**config.mk**
```make
export PLATFORM = sky130hd
export DESIGN_NAME = fsb_term_ctrl_flat
export DESIGN_NICKNAME = d
export VERILOG_FILES = /design/src/rtl/fsb_term_ctrl_if.sv /design/src/rtl/fsb_term_ctrl.sv /design/src/flat_wrapper.sv
export SDC_FILE = /design/constraint.sdc
export NUM_CORES = 1
export LEC_CHECK = 0
export ABC_AREA = 1
export BUFFER_PORTS_ARGS = -buffer_cell sky130_fd_sc_hd__buf_2
export CORE_ASPECT_RATIO = 0.8
export CORE_MARGIN = 10
export CORE_UTILIZATION = 45
export CTS_CLUSTER_DIAMETER = 30
export CTS_CLUSTER_SIZE = 16
export DETAILED_ROUTE_END_ITERATION = 6
export HOLD_SLACK_MARGIN = 0.08
export PLACE_DENSITY = 0.66
export SYNTH_ARGS = -nofsm -noshare
export SYNTH_HDL_FRONTEND = slang
export SYNTH_SLANG_ARGS = --single-unit
export TNS_END_PERCENT = 5
```
**constraint.sdc**
```tcl
create_clock -name FCLK -period 4.1 [get_ports FCLK]
set_input_delay 0 -clock FCLK [delete_from_list [all_inputs] [get_ports FCLK]]
set_output_delay 0 -clock FCLK [all_outputs]
set_load 0.005 [all_outputs]
```
**src/rtl/fsb_term_ctrl_if.sv**
```systemverilog
// fsb_term_ctrl_if: 68000 bus-termination signals between CPU/decode side and the terminator
interface fsb_term_ctrl_if #(
  parameter int NCH  = 4,
  parameter int WS_W = 4
);
  logic                nAS;
  logic [NCH-1:0]      CS;
  logic [NCH-1:0]      Ready;
  logic [NCH*WS_W-1:0] WS;
  logic                QoSReady;
  logic                IACS;
  logic                TOEn;
  logic                BACT;
  logic                nDTACK;
  logic                nVPA;
  logic                nBERR;
  logic [2:0]          ActCh;
  logic                MultiHit;
  logic                TOPulse;
  modport master (
    output nAS, CS, Ready, WS, QoSReady, IACS, TOEn,
    input  BACT, nDTACK, nVPA, nBERR, ActCh, MultiHit, TOPulse
  );
  modport slave (
    input  nAS, CS, Ready, WS, QoSReady, IACS, TOEn,
    output BACT, nDTACK, nVPA, nBERR, ActCh, MultiHit, TOPulse
  );
endinterface

```
**src/rtl/fsb_term_ctrl.sv**
```systemverilog
// fsb_term_ctrl: 68000 bus cycle terminator driving nDTACK/nVPA/nBERR per chip-select channel
module fsb_term_ctrl #(
  parameter int NCH     = 4,
  parameter int WS_W    = 4,
  parameter int TO_W    = 8,
  parameter int TIMEOUT = 255,
  parameter int IACK_WS = 1
) (
  input logic           FCLK,
  input logic           RST,
  fsb_term_ctrl_if.slave bus
);
  typedef enum logic [1:0] {IDLE, WAIT, TERM, HOLD} state_t;
  state_t          state_q;
  logic [WS_W-1:0] wcnt_q;
  logic [TO_W-1:0] tcnt_q;
  logic [2:0]      ch_q;
  logic            iacs_q, mapped_q, nas_low_q;
  logic            ndtack_q, nvpa_q, nberr_q, mh_q, to_q;
  logic [2:0]      ch_d;
  logic [WS_W-1:0] ws_ch, ws_d;
  logic [3:0]      hits;
  logic            rdy_ch, rdy_act, norm_k, norm, tmo;
  // lowest-index selected channel wins; iterate downward so the last hit is the lowest
  always_comb begin
    ch_d    = '0;
    ws_ch   = '0;
    rdy_ch  = 1'b0;
    rdy_act = 1'b0;
    hits    = '0;
    for (int i = NCH - 1; i >= 0; i--) begin
      if (bus.CS[i]) begin
        ch_d   = 3'(i);
        ws_ch  = bus.WS[i*WS_W +: WS_W];
        rdy_ch = bus.Ready[i];
      end
      if (ch_q == 3'(i)) rdy_act = bus.Ready[i];
      hits = hits + 4'(bus.CS[i]);
    end
  end
  assign ws_d     = bus.IACS ? WS_W'(IACK_WS) : ws_ch;
  assign norm_k   = ws_d == '0 && bus.QoSReady && (bus.IACS || (|bus.CS && rdy_ch));
  assign norm     = wcnt_q == '0 && bus.QoSReady && (iacs_q || (mapped_q && rdy_act));
  assign tmo      = bus.TOEn && tcnt_q >= TO_W'(TIMEOUT);
  assign bus.BACT     = !bus.nAS || nas_low_q;
  assign bus.nDTACK   = ndtack_q;
  assign bus.nVPA     = nvpa_q;
  assign bus.nBERR    = nberr_q;
  assign bus.ActCh    = ch_q;
  assign bus.MultiHit = mh_q;
  assign bus.TOPulse  = to_q;
  always_ff @(posedge FCLK) begin
    if (RST) begin
      state_q   <= HOLD;
      wcnt_q    <= '0;
      tcnt_q    <= '0;
      ch_q      <= '0;
      iacs_q    <= 1'b0;
      mapped_q  <= 1'b0;
      nas_low_q <= 1'b0;
      ndtack_q  <= 1'b1;
      nvpa_q    <= 1'b1;
      nberr_q   <= 1'b1;
      mh_q      <= 1'b0;
      to_q      <= 1'b0;
    end else begin
      nas_low_q <= !bus.nAS;
      mh_q      <= 1'b0;
      to_q      <= 1'b0;
      case (state_q)
        IDLE: if (!bus.nAS) begin
          ch_q     <= ch_d;
          iacs_q   <= bus.IACS;
          mapped_q <= |bus.CS;
          mh_q     <= hits > 4'd1;
          // counters hold the edge distance expected at the next edge
          wcnt_q   <= ws_d == '0 ? '0 : ws_d - 1'b1;
          tcnt_q   <= TIMEOUT == 0 ? '0 : TO_W'(1);
          if (norm_k) begin
            state_q  <= TERM;
            ndtack_q <= bus.IACS;
            nvpa_q   <= !bus.IACS;
          end else if (bus.TOEn && TIMEOUT == 0) begin
            state_q <= TERM;
            nberr_q <= 1'b0;
            to_q    <= 1'b1;
          end else begin
            state_q <= WAIT;
          end
        end
        WAIT: if (bus.nAS) begin
          state_q <= IDLE;
        end else if (norm) begin
          state_q  <= TERM;
          ndtack_q <= iacs_q;
          nvpa_q   <= !iacs_q;
        end else if (tmo) begin
          state_q <= TERM;
          nberr_q <= 1'b0;
          to_q    <= 1'b1;
        end else begin
          wcnt_q <= wcnt_q == '0 ? '0 : wcnt_q - 1'b1;
          tcnt_q <= tcnt_q >= TO_W'(TIMEOUT) ? tcnt_q : tcnt_q + 1'b1;
        end
        TERM: if (bus.nAS) begin
          state_q  <= IDLE;
          ndtack_q <= 1'b1;
          nvpa_q   <= 1'b1;
          nberr_q  <= 1'b1;
        end
        default: state_q <= bus.nAS ? IDLE : HOLD;
      endcase
    end
  end
endmodule
```
**src/flat_wrapper.sv**
```systemverilog
// flat-port wrapper written by rule: the top's interface ports become plain ports
module fsb_term_ctrl_flat 
#(
  parameter int NCH     = 4,
  parameter int WS_W    = 4,
  parameter int TO_W    = 8,
  parameter int TIMEOUT = 255,
  parameter int IACK_WS = 1
)
  (FCLK, RST, bus_nAS, bus_CS, bus_Ready, bus_WS, bus_QoSReady, bus_IACS, bus_TOEn, bus_BACT, bus_nDTACK, bus_nVPA, bus_nBERR, bus_ActCh, bus_MultiHit, bus_TOPulse);
  fsb_term_ctrl_if #(.NCH(NCH), .WS_W(WS_W)) bus_i ();
  input logic FCLK;
  input logic RST;
  input wire logic [$bits(bus_i.nAS)-1:0] bus_nAS;
  input wire logic [$bits(bus_i.CS)-1:0] bus_CS;
  input wire logic [$bits(bus_i.Ready)-1:0] bus_Ready;
  input wire logic [$bits(bus_i.WS)-1:0] bus_WS;
  input wire logic [$bits(bus_i.QoSReady)-1:0] bus_QoSReady;
  input wire logic [$bits(bus_i.IACS)-1:0] bus_IACS;
  input wire logic [$bits(bus_i.TOEn)-1:0] bus_TOEn;
  output wire logic [$bits(bus_i.BACT)-1:0] bus_BACT;
  output wire logic [$bits(bus_i.nDTACK)-1:0] bus_nDTACK;
  output wire logic [$bits(bus_i.nVPA)-1:0] bus_nVPA;
  output wire logic [$bits(bus_i.nBERR)-1:0] bus_nBERR;
  output wire logic [$bits(bus_i.ActCh)-1:0] bus_ActCh;
  output wire logic [$bits(bus_i.MultiHit)-1:0] bus_MultiHit;
  output wire logic [$bits(bus_i.TOPulse)-1:0] bus_TOPulse;
  assign bus_i.nAS = bus_nAS;
  assign bus_i.CS = bus_CS;
  assign bus_i.Ready = bus_Ready;
  assign bus_i.WS = bus_WS;
  assign bus_i.QoSReady = bus_QoSReady;
  assign bus_i.IACS = bus_IACS;
  assign bus_i.TOEn = bus_TOEn;
  assign bus_BACT = bus_i.BACT;
  assign bus_nDTACK = bus_i.nDTACK;
  assign bus_nVPA = bus_i.nVPA;
  assign bus_nBERR = bus_i.nBERR;
  assign bus_ActCh = bus_i.ActCh;
  assign bus_MultiHit = bus_i.MultiHit;
  assign bus_TOPulse = bus_i.TOPulse;
  fsb_term_ctrl #(.NCH(NCH), .WS_W(WS_W), .TO_W(TO_W), .TIMEOUT(TIMEOUT), .IACK_WS(IACK_WS)) u_core (.FCLK(FCLK), .RST(RST), .bus(bus_i));
endmodule
```
== Word level (Yosys, flattened, before mapping) ==
Index checks and enable logic that the tools add are counted.

* Muxes and demuxes: 54
* $add $sub $neg: 6
* Reductions and logical operators: 29
* $lt $le $gt $ge: 2
* Bitwise gates (word level): 3
* Eq/ne operators: 15

{| class="wikitable"
|+ Operator list
! cell !! count
|-
| two-way mux 4 bit || 11
|-
| two-way mux 8 bit || 5
|-
| two-way mux 2 bit || 11
|-
| two-way mux 1 bit || 21
|-
| case mux 8 bit (2 select lines) || 1
|-
| != test 2 bit (second input constant) || 6
|-
| AND reduction 6 bit || 2
|-
| AND reduction 5 bit || 2
|-
| adder 4 x 1 -> 4 bit || 2
|-
| adder 8 x 1 -> 8 bit (second input constant) || 1
|-
| >= comparator 8 bit (second input constant) || 1
|-
| zero test 4 bit || 2
|-
| case mux 4 bit (2 select lines) || 1
|-
| OR reduction 4 bit || 2
|-
| subtractor 4 x 1 -> 4 bit (second input constant) || 2
|-
| logical AND 1 bit || 7
|-
| equality test 3 x 2 -> 1 bit (second input constant) || 2
|-
| != test 2 x 1 -> 1 bit (second input constant) || 3
|-
| case mux 1 bit (3 select lines) || 2
|-
| case mux 2 bit (3 select lines) || 1
|-
| greater-than comparator 4 x 1 -> 1 bit (second input constant) || 1
|-
| != test 4 x 2 -> 1 bit (second input constant) || 1
|-
| nonzero test 2 bit || 2
|-
| equality test 3 x 1 -> 1 bit (second input constant) || 1
|-
| other kinds (13) || 19
|}

* Word-level logic and storage cells: 121
* Register bits: 25

== Longest topological paths before layout ==
Gate-level depths: netlist (run 1).

* Word-level depth: 11
* Depth in mapped cells: 13
* Mapped depth without buffers: 13

== Least setup slack after synthesis (run 1) ==
No wires, ideal clock.

* Path type: register -> register
* From: register u_core.state_q[0]
* To: register u_core.tcnt_q[6]
* Arrival: 1.492 ns
* Cell stages (with the launch flop): 11
* Path slack: 2.476 ns
* Setup time: 0.132 ns
* Data required time: 3.968 ns
* Path through: dfxtp_1 -> inv_1 -> ha_1 -> nand2_1 -> inv_1 -> a21oi_2 -> nand2_1 -> nor2_4 -> inv_2 -> nand2_1 -> a21oi_1

* Word-level cells in the longest chain between the ends: 3
* Elaborated cells between the ends (all ways): 10
* Those cells by class: eq/ne: 6; mux: 1; reduce/logical: 3

{| class="wikitable"
|+ Ends and longest elaborated chain
! item !! line !! RTL
|-
| from (decl) || fsb_term_ctrl.sv:14 || <nowiki>state_t state_q;</nowiki>
|-
| from (signal assigned) || fsb_term_ctrl.sv:111 || <nowiki>default: state_q <= bus.nAS ? IDLE : HOLD;</nowiki>
|-
| equality test 2 x 1 -> 1 bit or zero test 2 bit (tied branches) || fsb_term_ctrl.sv:70 || <nowiki>case (state_q)</nowiki>
|-
| != test 2 bit (no line) or nonzero test 2 bit (tied branches) || n/a ||
|-
| AND reduction 6 bit (no line) || n/a ||
|-
| to (signal assigned) || fsb_term_ctrl.sv:78 || <nowiki>tcnt_q <= TIMEOUT == 0 ? '0 : TO_W'(1);</nowiki>
|-
| to (signal assigned) || fsb_term_ctrl.sv:103 || <nowiki>tcnt_q <= tcnt_q >= TO_W'(TIMEOUT) ? tcnt_q : tcnt_q + 1'b1;</nowiki>
|-
| to (decl) || fsb_term_ctrl.sv:16 || <nowiki>logic [TO_W-1:0] tcnt_q;</nowiki>
|}

Parallel ways exist; a longest one is shown, timed or not.
A chain may end at the register's enable or synchronous reset.

== Worst setup path after layout (run 1) ==
* From: register u_core.state_q[1]
* To: register u_core.tcnt_q[5]

The elaborated chain is that of the path after synthesis.

==> impl_metrics.env, run 1 <==
export IMPL_outcome="finished clean"
export IMPL_synth_compound_area_share_pct=8.884
export IMPL_viasPerCell=4.846
export IMPL_synth_most_common_cell="nand2_1"
export IMPL_wl_per_cell_um=11.65
export IMPL_rsz0062_at_grt="no"
export IMPL_crit_required_ns=4.25
export IMPL_power_density_mw_per_mm2=494.4
export IMPL_io_pin_count=39
export IMPL_antenna_found_initial=0
export IMPL_fillers=401
export IMPL_synthTopCellsByCount="88 x nand2_1, 31 x inv_1, 31 x nor2_1"
export IMPL_critPathBufInv=3
export IMPL_stdcell_area_sq_mm=0.002140
export IMPL_dieArea_sq_mm=0.006995
export IMPL_cts_resized=0
export IMPL_start_util_pct=47.14
export IMPL_synth_area_sq_mm=0.001817
export IMPL_ys_flop_type="dfxtp_1"
export IMPL_hold_path_class="in2reg"
export IMPL_yosysSeqAreaShare_pct=26.45
export IMPL_coreArea_sq_mm=0.003854
export IMPL_hold_slack_ns=0.09036
export IMPL_synth_simple_gate_area_share_pct=45.73
export IMPL_grt_max_degree=20
export IMPL_p_leak_nw=1.091
export IMPL_drtIter0Drc=113
export IMPL_r2r_slack_ns=1.71
export IMPL_synth_xor_area_share_pct=2.410
export IMPL_hold_depth=2
export IMPL_synthMuxAreaShare_pct=0.5510
export IMPL_timing_final_crit_share_pct=58.17
export IMPL_r2r_cells=9
export IMPL_drv_slew=0
export IMPL_worstSetupStartpointType="flip-flop"
export IMPL_crit_type="reg2reg"
export IMPL_critPathArrivalTime_ns=2.54
export IMPL_ant_nets=0
export IMPL_hold_viol=0
export IMPL_cts_buffers=3
export IMPL_endpoint_kind="flip-flop"
export IMPL_gp_congestion=0.8415
export IMPL_worst_path_stages=9
export IMPL_yosys_warnings=0
export IMPL_clk_pin_slew_worst_paths_ns=0.10
export IMPL_placed_area_sq_mm=0.002048
export IMPL_synth_async_reset_ratio_pct=0
export IMPL_syn_nets=328
export IMPL_vdd_drop_max_mv=0.2762
export IMPL_insertion_delay_ns=0.27
export IMPL_ys_types=32
export IMPL_fmaxAchievable_mhz=419.3
export IMPL_wl_mm=4.449
export IMPL_firstDrtPassIters=4
export IMPL_track_usage_pct=13.03
export IMPL_crit_start="u_core.state_q[1]"
export IMPL_htreeDepth=1
export IMPL_cp_max_fo=19
export IMPL_grt_overflow_total=0
export IMPL_synth_area_top_cells="dfxtp_1 26%, nand2_1 18%, nand3_1 8.0%, ha_1 6.9%, inv_1 6.4%"
export IMPL_synthCells=288
export IMPL_synth_edf_count=0
export IMPL_synth_top_family_by_area="simple AND/OR/NAND/NOR gates"
export IMPL_rows=20
export IMPL_reg2reg_from="u_core.state_q[1]"
export IMPL_route_detailed_drc=0
export IMPL_cp_slowest_cell="ha_1"
export IMPL_synth_seq_cells=24
export IMPL_final_layout_size_suffix_gt1_share_pct=19.57
export IMPL_diodes=0
export IMPL_cts_tree="yes"
export IMPL_clock_root_buffer="clkbuf_8"
export IMPL_relSlewSlack_pct=53.67
export IMPL_setup_tns_ns=0
export IMPL_grt_pass1_vias=1748
export IMPL_dp_hpwl_mm=3.543
export IMPL_cp_slowest_stage_delay_ns=0.61
export IMPL_yosys_area_top_type_share_pct=26.45
export IMPL_fin_skew_ns=0.01127
export IMPL_areaGrowthSynthToFinish_pct=17.77
export IMPL_final_setup_viol_count=0
export IMPL_die_h_um=76.83
export IMPL_cts_buffer_depth=2
export IMPL_critical_path_top_delay_family="adder cells"
export IMPL_num_vias=1851
export IMPL_final_nets=368
export IMPL_clock_sinks=24
export IMPL_max_slew_worst_pin_slew_ns=0.6950
export IMPL_syn_avg_cell_area_sq_um=6.308
export IMPL_fin_crit_ns=2.385
export IMPL_io_buffers=37
export IMPL_grt_pass1_wl_mm=7.969
export IMPL_crit_chain="inv_1 -> ha_1 -> inv_1 -> a21oi_2 -> nand2_1 -> nor2_4 -> inv_2 -> nand2_1 -> a21oi_1"
export IMPL_yosysTopAreaCell="dfxtp_1"
export IMPL_die_w_um=91.04
export IMPL_min_delay_start="RST"
export IMPL_drv_cap=0
export IMPL_synth_fa_ha_area_share_pct=6.887
[cells in the final DEF (no fill, tap or decap), types with 2 or more instances in the layout]
cell type,n
dfxtp_1,24
nor2_2,3
nand2_4,3
nand4_1,5
nand3_4,2
nand2_2,2
inv_2,5
nand3b_1,3
nor3_1,2
a21oi_1,16
nand2_1,88
buf_2,37
o21ai_1,2
dlygate4sd3_1,2
nor2_4,4
o21ai_0,8
inv_1,31
ha_1,10
clkbuf_8,3
nand3_1,29
xor2_1,5
nor2_1,31
[what timing repair did]
item / in CTS / in global routing
hold buffers: 2 / 0
buffers inserted: 0 / 0
endpoints found under the setup margin: 0 / 0
endpoints found under the hold margin: 2 / 0
[metal layers]
metal / global-route usage (%) / wire (um) / vias up
met5: 0 / 0 / -
met4: 2.344 / 38 / 0
met3: 3.599 / 310 / 4
met2: 20.43 / 1956 / 46
met1: 17.44 / 2143 / 808
li1: - / - / 993
[registers in the layout (all words and copies together) (netlist names), 2 cells and up]
register	cells
u_core.tcnt_q	8
u_core.wcnt_q	4
u_core.bus.ActCh	2
u_core.state_q	2
[cell families after synthesis]
kind of cell    count (synthesis)
buf+inv                        41
xor+xnor                        5
flops                          24
simple gates                  176
mux                             1
other cells                     1
fa+ha+maj                      10
compound gates                 30
[worst paths after layout]
| check | endpoint |
|---|---|
| max reg2reg | u_core.tcnt_q[5] |
| min | u_core.tcnt_q[7] |
| min reg2reg | u_core.bus.nDTACK |
| max | u_core.tcnt_q[5] |
[layout make-up]
type	instances	area [sq um]	share of cell area, %
tap	55	68.82	3.216
clock buffer	3	41.29	1.930
inverter	37	138.9	6.491
clock inverter	1	30.03	1.404
sequential	24	480.5	22.46
timing repair buffer	39	205.2	9.591
multi-input combinational	223	1175	54.91
[where the power goes]
group	switching, mW	leakage (nW)	internal, mW
sequential	0.0288	0.196	0.283
combinational	0.345	0.859	0.190
clock	0.0815	0.0357	0.131
total	0.455	1.09	0.603
[worst reg2reg max path, stage by stage, from the launching register on]
cell and delay (ns):
dfxtp_1 0.35, inv_1 0.09, ha_1 0.61, inv_1 0.29, a21oi_2 0.29, nand2_1 0.13, nor2_4 0.24, inv_2 0.13
nand2_1 0.08, a21oi_1 0.06
[through the flow]
stage	util [%]	std cells	power, mW	worst slack, ns
CTS	55.52	382	1.061	1.723
global placement	53.15	376	0.8436	1.835
detailed placement	53.15	376	0.8484	1.733
finish	55.52	382	1.058	1.715
floorplan	-	288	0.7263	2.476
global route	55.52	382	1.176	1.456
Note: power is estimated with default switching activity, not from simulation.
==> run 2: changes to the inputs <==
- clock period: 4.1 -> 2.4 ns (I/O delays scaled with it)
==> run 2 against run 1 <==
Against the previous run:
- register-to-register slack lost 1.2 ns
- sequential share of layout area shrank 0.079 points
- largest cell class unchanged
- largest power group unchanged
- design area grew 0.35%
- clock skew shrank 0.0024 ns
- final cell count grew 0.26%
- clock power grew 67%
- core utilization grew 0.19 points
- first-iteration DRC count grew 8.8%
- highest routed layer unchanged
- critical endpoint is now u_core.tcnt_q[6]
- sequential power grew 71%
- combinational power grew 72%
- maximum frequency grew 25%
==> impl_metrics.env, run 2 (synthesis gave the netlist of run 1 again) <==
export IMPL_outcome="finished clean"
export IMPL_grt_pass1_wl_mm=7.610
export IMPL_cts_resized=0
export IMPL_gp_congestion=0.8683
export IMPL_reg2reg_from="u_core.state_q[1]"
export IMPL_clock_root_buffer="clkbuf_8"
export IMPL_hold_path_class="in2reg"
export IMPL_clk_pin_slew_worst_paths_ns=0.09
export IMPL_areaGrowthSynthToFinish_pct=18.18
export IMPL_wl_mm=4.352
export IMPL_critPathArrivalTime_ns=2.05
export IMPL_antenna_found_initial=0
export IMPL_pwr_share_clk_pct=19.7
export IMPL_grt_pass1_vias=1613
export IMPL_p_comb_share_pct=50.8
export IMPL_fillers=397
export IMPL_cts_tree="yes"
export IMPL_reg_largest_list="u_core.tcnt_q: 8 flops, u_core.wcnt_q: 4 flops"
export IMPL_reg2reg_to="u_core.tcnt_q[6]"
export IMPL_grt_overflow_total=0
export IMPL_drtIter0Drc=123
export IMPL_route_detailed_drc=0
export IMPL_fin_skew_ns=0.008838
export IMPL_worstSetupStartpointType="flip-flop"
export IMPL_regArea_sq_um=480.5
export IMPL_cts_buffer_depth=2
export IMPL_io_pin_count=39
export IMPL_largest_reg_flops=8
export IMPL_fin_crit_ns=1.907
export IMPL_final_nets=369
export IMPL_coreArea_sq_mm=0.003854
export IMPL_firstDrtPassIters=4
export IMPL_vdd_drop_max_mv=0.4777
export IMPL_power_internal_mw=1.037
export IMPL_endpoint_kind="flip-flop"
export IMPL_dieArea_sq_mm=0.006995
export IMPL_p_sw_share_pct=42.47
export IMPL_hold_depth=2
export IMPL_final_common_cell="nand2_1"
export IMPL_timing_final_crit_share_pct=79.45
export IMPL_crit_required_ns=2.54
export IMPL_power_density_mw_per_mm2=839.7
export IMPL_rows=20
export IMPL_final_layout_size_suffix_gt1_share_pct=19.82
export IMPL_rsz0062_at_grt="no"
export IMPL_p_leak_nw=1.096
export IMPL_ant_nets=0
export IMPL_final_setup_viol_count=0
export IMPL_largest_register="u_core.tcnt_q"
export IMPL_final_util_pct=55.71
export IMPL_cp_max_fo=9
export IMPL_start_util_pct=47.14
export IMPL_wl_per_cell_um=11.36
export IMPL_io_buffers=37
export IMPL_clock_sinks=24
export IMPL_viasPerCell=4.796
export IMPL_hold_viol=0
export IMPL_die_w_um=91.04
export IMPL_hold_end="u_core.wcnt_q[1]"
export IMPL_crit_type="reg2reg"
export IMPL_setup_tns_ns=0
export IMPL_power_switching_mw=0.7656
export IMPL_final_cell_mix="88 x nand2_1, 37 x buf_2, 31 x inv_1, 31 x nor2_1, 29 x nand3_1"
export IMPL_grt_max_degree=15
export IMPL_r2r_cells=9
export IMPL_min_delay_start="RST"
export IMPL_insertion_delay_ns=0.27
export IMPL_multi_input_comb_area_sq_mm=0.001175
export IMPL_drv_slew=0
export IMPL_cts_buffers=3
export IMPL_num_vias=1837
export IMPL_r2r_slack_ns=0.49
export IMPL_diodes=0
export IMPL_fmaxAchievable_mhz=524.4
export IMPL_die_h_um=76.83
export IMPL_dp_hpwl_mm=3.579
export IMPL_htreeDepth=1
export IMPL_p_seq_share_pct=29.5
export IMPL_track_usage_pct=12.45
export IMPL_drv_cap=0
-- run 2: cell count changes in the layout (fill, tap and decap cells not counted) --
cell	change
buf_4	+1
-- run 2: critical path, stage by stage, from the launching register on --
cell and delay [ns]:
dfxtp_1 0.35, inv_1 0.09, ha_1 0.28, inv_1 0.18, a21oi_2 0.26, nand2_1 0.13, nor2_4 0.24, inv_2 0.12
nand2_1 0.08, a21oi_1 0.06
-- run 2: power groups by stage --
stage	clock [mW]	combinational [mW]	sequential (mW)
detailed placement	0	0.912	0.541
global placement	0	0.904	0.538
floorplan	0	0.706	0.535
finish	0.355	0.916	0.532
global route	0.378	1.05	0.546
CTS	0.364	0.917	0.531
-- run 2: layer usage --
layer / share of wire (%) / global-route usage (%) / up-vias / wire length (um)
met4: 0.51 / 2.188 / 0 / 22
met3: 5.8 / 3.016 / 2 / 252
met1: 50 / 17.66 / 796 / 2160
met2: 44 / 18.57 / 43 / 1916
li1: - / - / 996 / -
met5: 0 / 0 / - / 0
-- run 2: through the flow --
step	setup slack (ns)	cell area, sq um	hold slack (ns)	std cells	total power, mW
global placement	0.5911	2056	0.3005	377	1.442
finish	0.4932	2147	0.09642	383	1.803
CTS	0.4979	2147	0.09601	383	1.811
global route	0.2893	2147	0.09920	383	1.973
floorplan	0.7758	1817	0.08573	288	1.241
detailed placement	0.5085	2056	0.3008	377	1.453
-- run 2: area by class of cell --
cell class	count	share of cell area [%]
clock buffer	3	1.923
clock inverter	1	1.399
inverter	37	6.469
multi-input combinational	223	54.72
sequential	24	22.38
tap	55	3.205
timing repair buffer	40	9.907
-- run 2: what timing repair did --
item	4_1_cts	5_1_grt
buffers inserted	0	0
hold endpoints to repair	2	0
endpoints found under the setup margin	0	0
hold buffers	2	0
-- run 2: how the worst max path moves through the flow --
stage                           start                to  slack (ns)  cells after the start
finish              u_core.state_q[1]  u_core.tcnt_q[6]        0.49                      9
global route        u_core.state_q[1]  u_core.tcnt_q[5]        0.29                      9
floorplan           u_core.state_q[0]  u_core.tcnt_q[6]        0.78                     10
global placement    u_core.state_q[0]  u_core.tcnt_q[1]        0.59                      9
CTS                 u_core.state_q[1]  u_core.tcnt_q[6]        0.50                      9
detailed placement  u_core.state_q[1]  u_core.tcnt_q[6]        0.51                      9
==> run 3: changes to the inputs <==
- PLACE_DENSITY: 0.66 -> 0.69
- clock period: 2.4 -> 1.6 ns (I/O delays scaled with it)
==> run 3 against run 2 <==
Against the previous run:
- non-clock buffer count is 19 higher
- sequential share of layout area shrank 2.0 points
- sequential power up 52%
- die area did not move
- core utilization grew 6.4 points
- total power is 72% higher
- global-route usage up 0.86 points
- routed wire length rose by 13%
- first-iteration DRC count down 8.9%
- clock skew is 0.00075 ns higher
- design area increased by 11%
==> impl_metrics.env, run 3 (synthesis gave the netlist of run 1 again) <==
export IMPL_outcome="finished clean"
export IMPL_dr_wl_met2_mm=2.303
export IMPL_fin_ws_ns=0.02523
export IMPL_drtIter0Drc=112
export IMPL_clock_root_buffer="clkbuf_8"
export IMPL_viasPerCell=4.854
export IMPL_final_setup_viol_count=0
export IMPL_dp_cells=392
export IMPL_io_pin_count=39
export IMPL_pwr_share_clk_pct=17.2
export IMPL_fin_crit_ns=1.575
export IMPL_antenna_found_initial=0
export IMPL_pre_cts_ws_ns=-0.02087
export IMPL_die_h_um=76.83
export IMPL_diodes=0
export IMPL_rows=20
export IMPL_io_buffers=37
export IMPL_dieArea_sq_mm=0.006995
export IMPL_hold_viol=0
export IMPL_crit_required_ns=1.76
export IMPL_p_sw_share_pct=41.64
export IMPL_largest_reg_flops=8
export IMPL_cp_slowest_cell="dfxtp_2"
export IMPL_start_util_pct=47.14
export IMPL_num_vias=1956
export IMPL_final_nets=389
export IMPL_largest_register="u_core.tcnt_q"
export IMPL_setup_tns_ns=0
export IMPL_areaGrowthSynthToFinish_pct=31.75
export IMPL_clock_sinks=24
export IMPL_drv_slew=0
export IMPL_dp_hpwl_mm=3.741
export IMPL_power_density_mw_per_mm2=1293
export IMPL_critPathBufInv=2
export IMPL_firstDrtPassIters=6
export IMPL_vdd_drop_max_mv=0.8973
export IMPL_cts_tree="yes"
export IMPL_final_common_cell="nand2_1"
export IMPL_drv_cap=0
export IMPL_grt_pass1_wl_mm=8.052
export IMPL_power_switching_mw=1.289
export IMPL_wl_mm=4.905
export IMPL_drt_met1_wl_mm=2.276
export IMPL_p_leak_nw=1.198
export IMPL_die_w_um=91.04
export IMPL_crit_type="reg2reg"
export IMPL_cts_buffer_depth=2
export IMPL_crit_chain="ha_4 -> nand2_2 -> inv_2 -> nand2_2 -> nor2_4 -> nand4_1 -> nor2_2 -> inv_2 -> nand3_4 -> nand2_1 -> nand2_1 -> nor2_1"
export IMPL_fin_skew_ns=0.009588
export IMPL_worstSetupStartpointType="flip-flop"
export IMPL_final_cell_mix="79 x nand2_1, 36 x buf_2, 28 x inv_1, 27 x nor2_1, 26 x nand3_1"
export IMPL_final_util_pct=62.11
export IMPL_final_cells=403
export IMPL_power_internal_mw=1.806
export IMPL_grt_max_degree=15
export IMPL_clk_pin_slew_worst_paths_ns=0.09
export IMPL_reg_largest_list="u_core.tcnt_q: 8 flops, u_core.wcnt_q: 4 flops"
export IMPL_wl_met3_um=276
export IMPL_rsz0062_at_grt="yes"
export IMPL_coreArea_sq_mm=0.003854
export IMPL_hold_path_class="in2reg"
export IMPL_htreeDepth=1
export IMPL_fmaxAchievable_mhz=635.0
export IMPL_grt_pass1_vias=1784
export IMPL_final_layout_size_suffix_gt1_share_pct=32.47
export IMPL_cts_buffers=3
export IMPL_hold_slack_ns=0.1233
export IMPL_timing_final_crit_share_pct=98.42
export IMPL_track_usage_pct=13.32
export IMPL_endpoint_kind="flip-flop"
export IMPL_ant_nets=0
export IMPL_p_comb_share_pct=56.7
export IMPL_cp_max_fo=7
export IMPL_cp_slowest_stage_delay_ns=0.36
export IMPL_p_seq_share_pct=26.1
export IMPL_wl_per_cell_um=12.17
export IMPL_critPathArrivalTime_ns=1.73
export IMPL_route_detailed_drc=0
export IMPL_critical_path_top_delay_family="simple AND/OR/NAND/NOR gates"
export IMPL_routed_top_layer="met4"
export IMPL_insertion_delay_ns=0.27
export IMPL_grt_overflow_total=0
export IMPL_gp_congestion=0.8731
run 3: cell count changes in the layout (fill, tap and decap cells not counted), moves of 3 or more:
cell     change
dfxtp_1      -3
nor2_2       +4
ha_1         -3
nand2_1      -9
inv_1        -3
nand3_2      +3
nand2_2      +9
nor2_1       -4
nand3_1      -3
buf_4       +18
run 3: through the flow:
stage                     power [mW]  cell area (sq um)
after floorplan                1.857               1817
after global placement         2.353               2168
after detailed placement       2.361               2168
after CTS                      2.956               2278
after global routing           3.388               2394
final                          3.094               2394
run 3: power by group through the flow:
stage               Sequential, mW  Combinational (mW)  Clock, mW
floorplan                    0.802                1.05          0
global placement             0.796                1.56          0
detailed placement           0.801                1.56          0
CTS                          0.792                1.62      0.541
global route                 0.824                2.00      0.564
finish                       0.809                1.75      0.532
run 3: path summary, 6_finish.rpt:
path | endpoint | cells after the start | slack (ns) | start
min reg2reg | u_core.bus.nVPA | 2 | 0.46 | u_core.bus.nVPA
min | u_core.tcnt_q[0] | 3 | 0.12 | RST
max reg2reg | u_core.wcnt_q[1] | 12 | 0.03 | u_core.tcnt_q[0]
max | u_core.wcnt_q[1] | 12 | 0.03 | u_core.tcnt_q[0]
run 3: what timing repair did:
| item | in CTS | in global routing |
|---|---|---|
| cloned | 1 | 0 |
| hold buffers | 2 | 0 |
| pin swaps | 3 | 9 |
| endpoints found under the hold margin | 2 | 0 |
| setup endpoints to repair | 15 | 18 |
| gates resized for setup | 6 | 28 |
| buffers inserted | 0 | 4 |
run 3: area by class of cell:
class / count / area [sq um]
Fill cell: 387 / 1460
Multi-Input combinational cell: 224 / 1264
Sequential cell: 24 / 486.7
Timing Repair Buffer: 59 / 361.6
Inverter: 37 / 141.4
Tap cell: 55 / 68.82
Clock buffer: 3 / 41.29
Clock inverter: 1 / 30.03
run 3: metal layers:
layer / global-route usage [%] / vias to the layer above
met4: 2.813 / 0
li1: - / 1036
met5: 0 / -
met3: 3.405 / 6
met1: 17.61 / 871
met2: 21.14 / 43
run 3: tightest hold or removal path: stages:
cell and delay [ns]:
buf_2 0.09, buf_4 0.21, a21oi_1 0.06
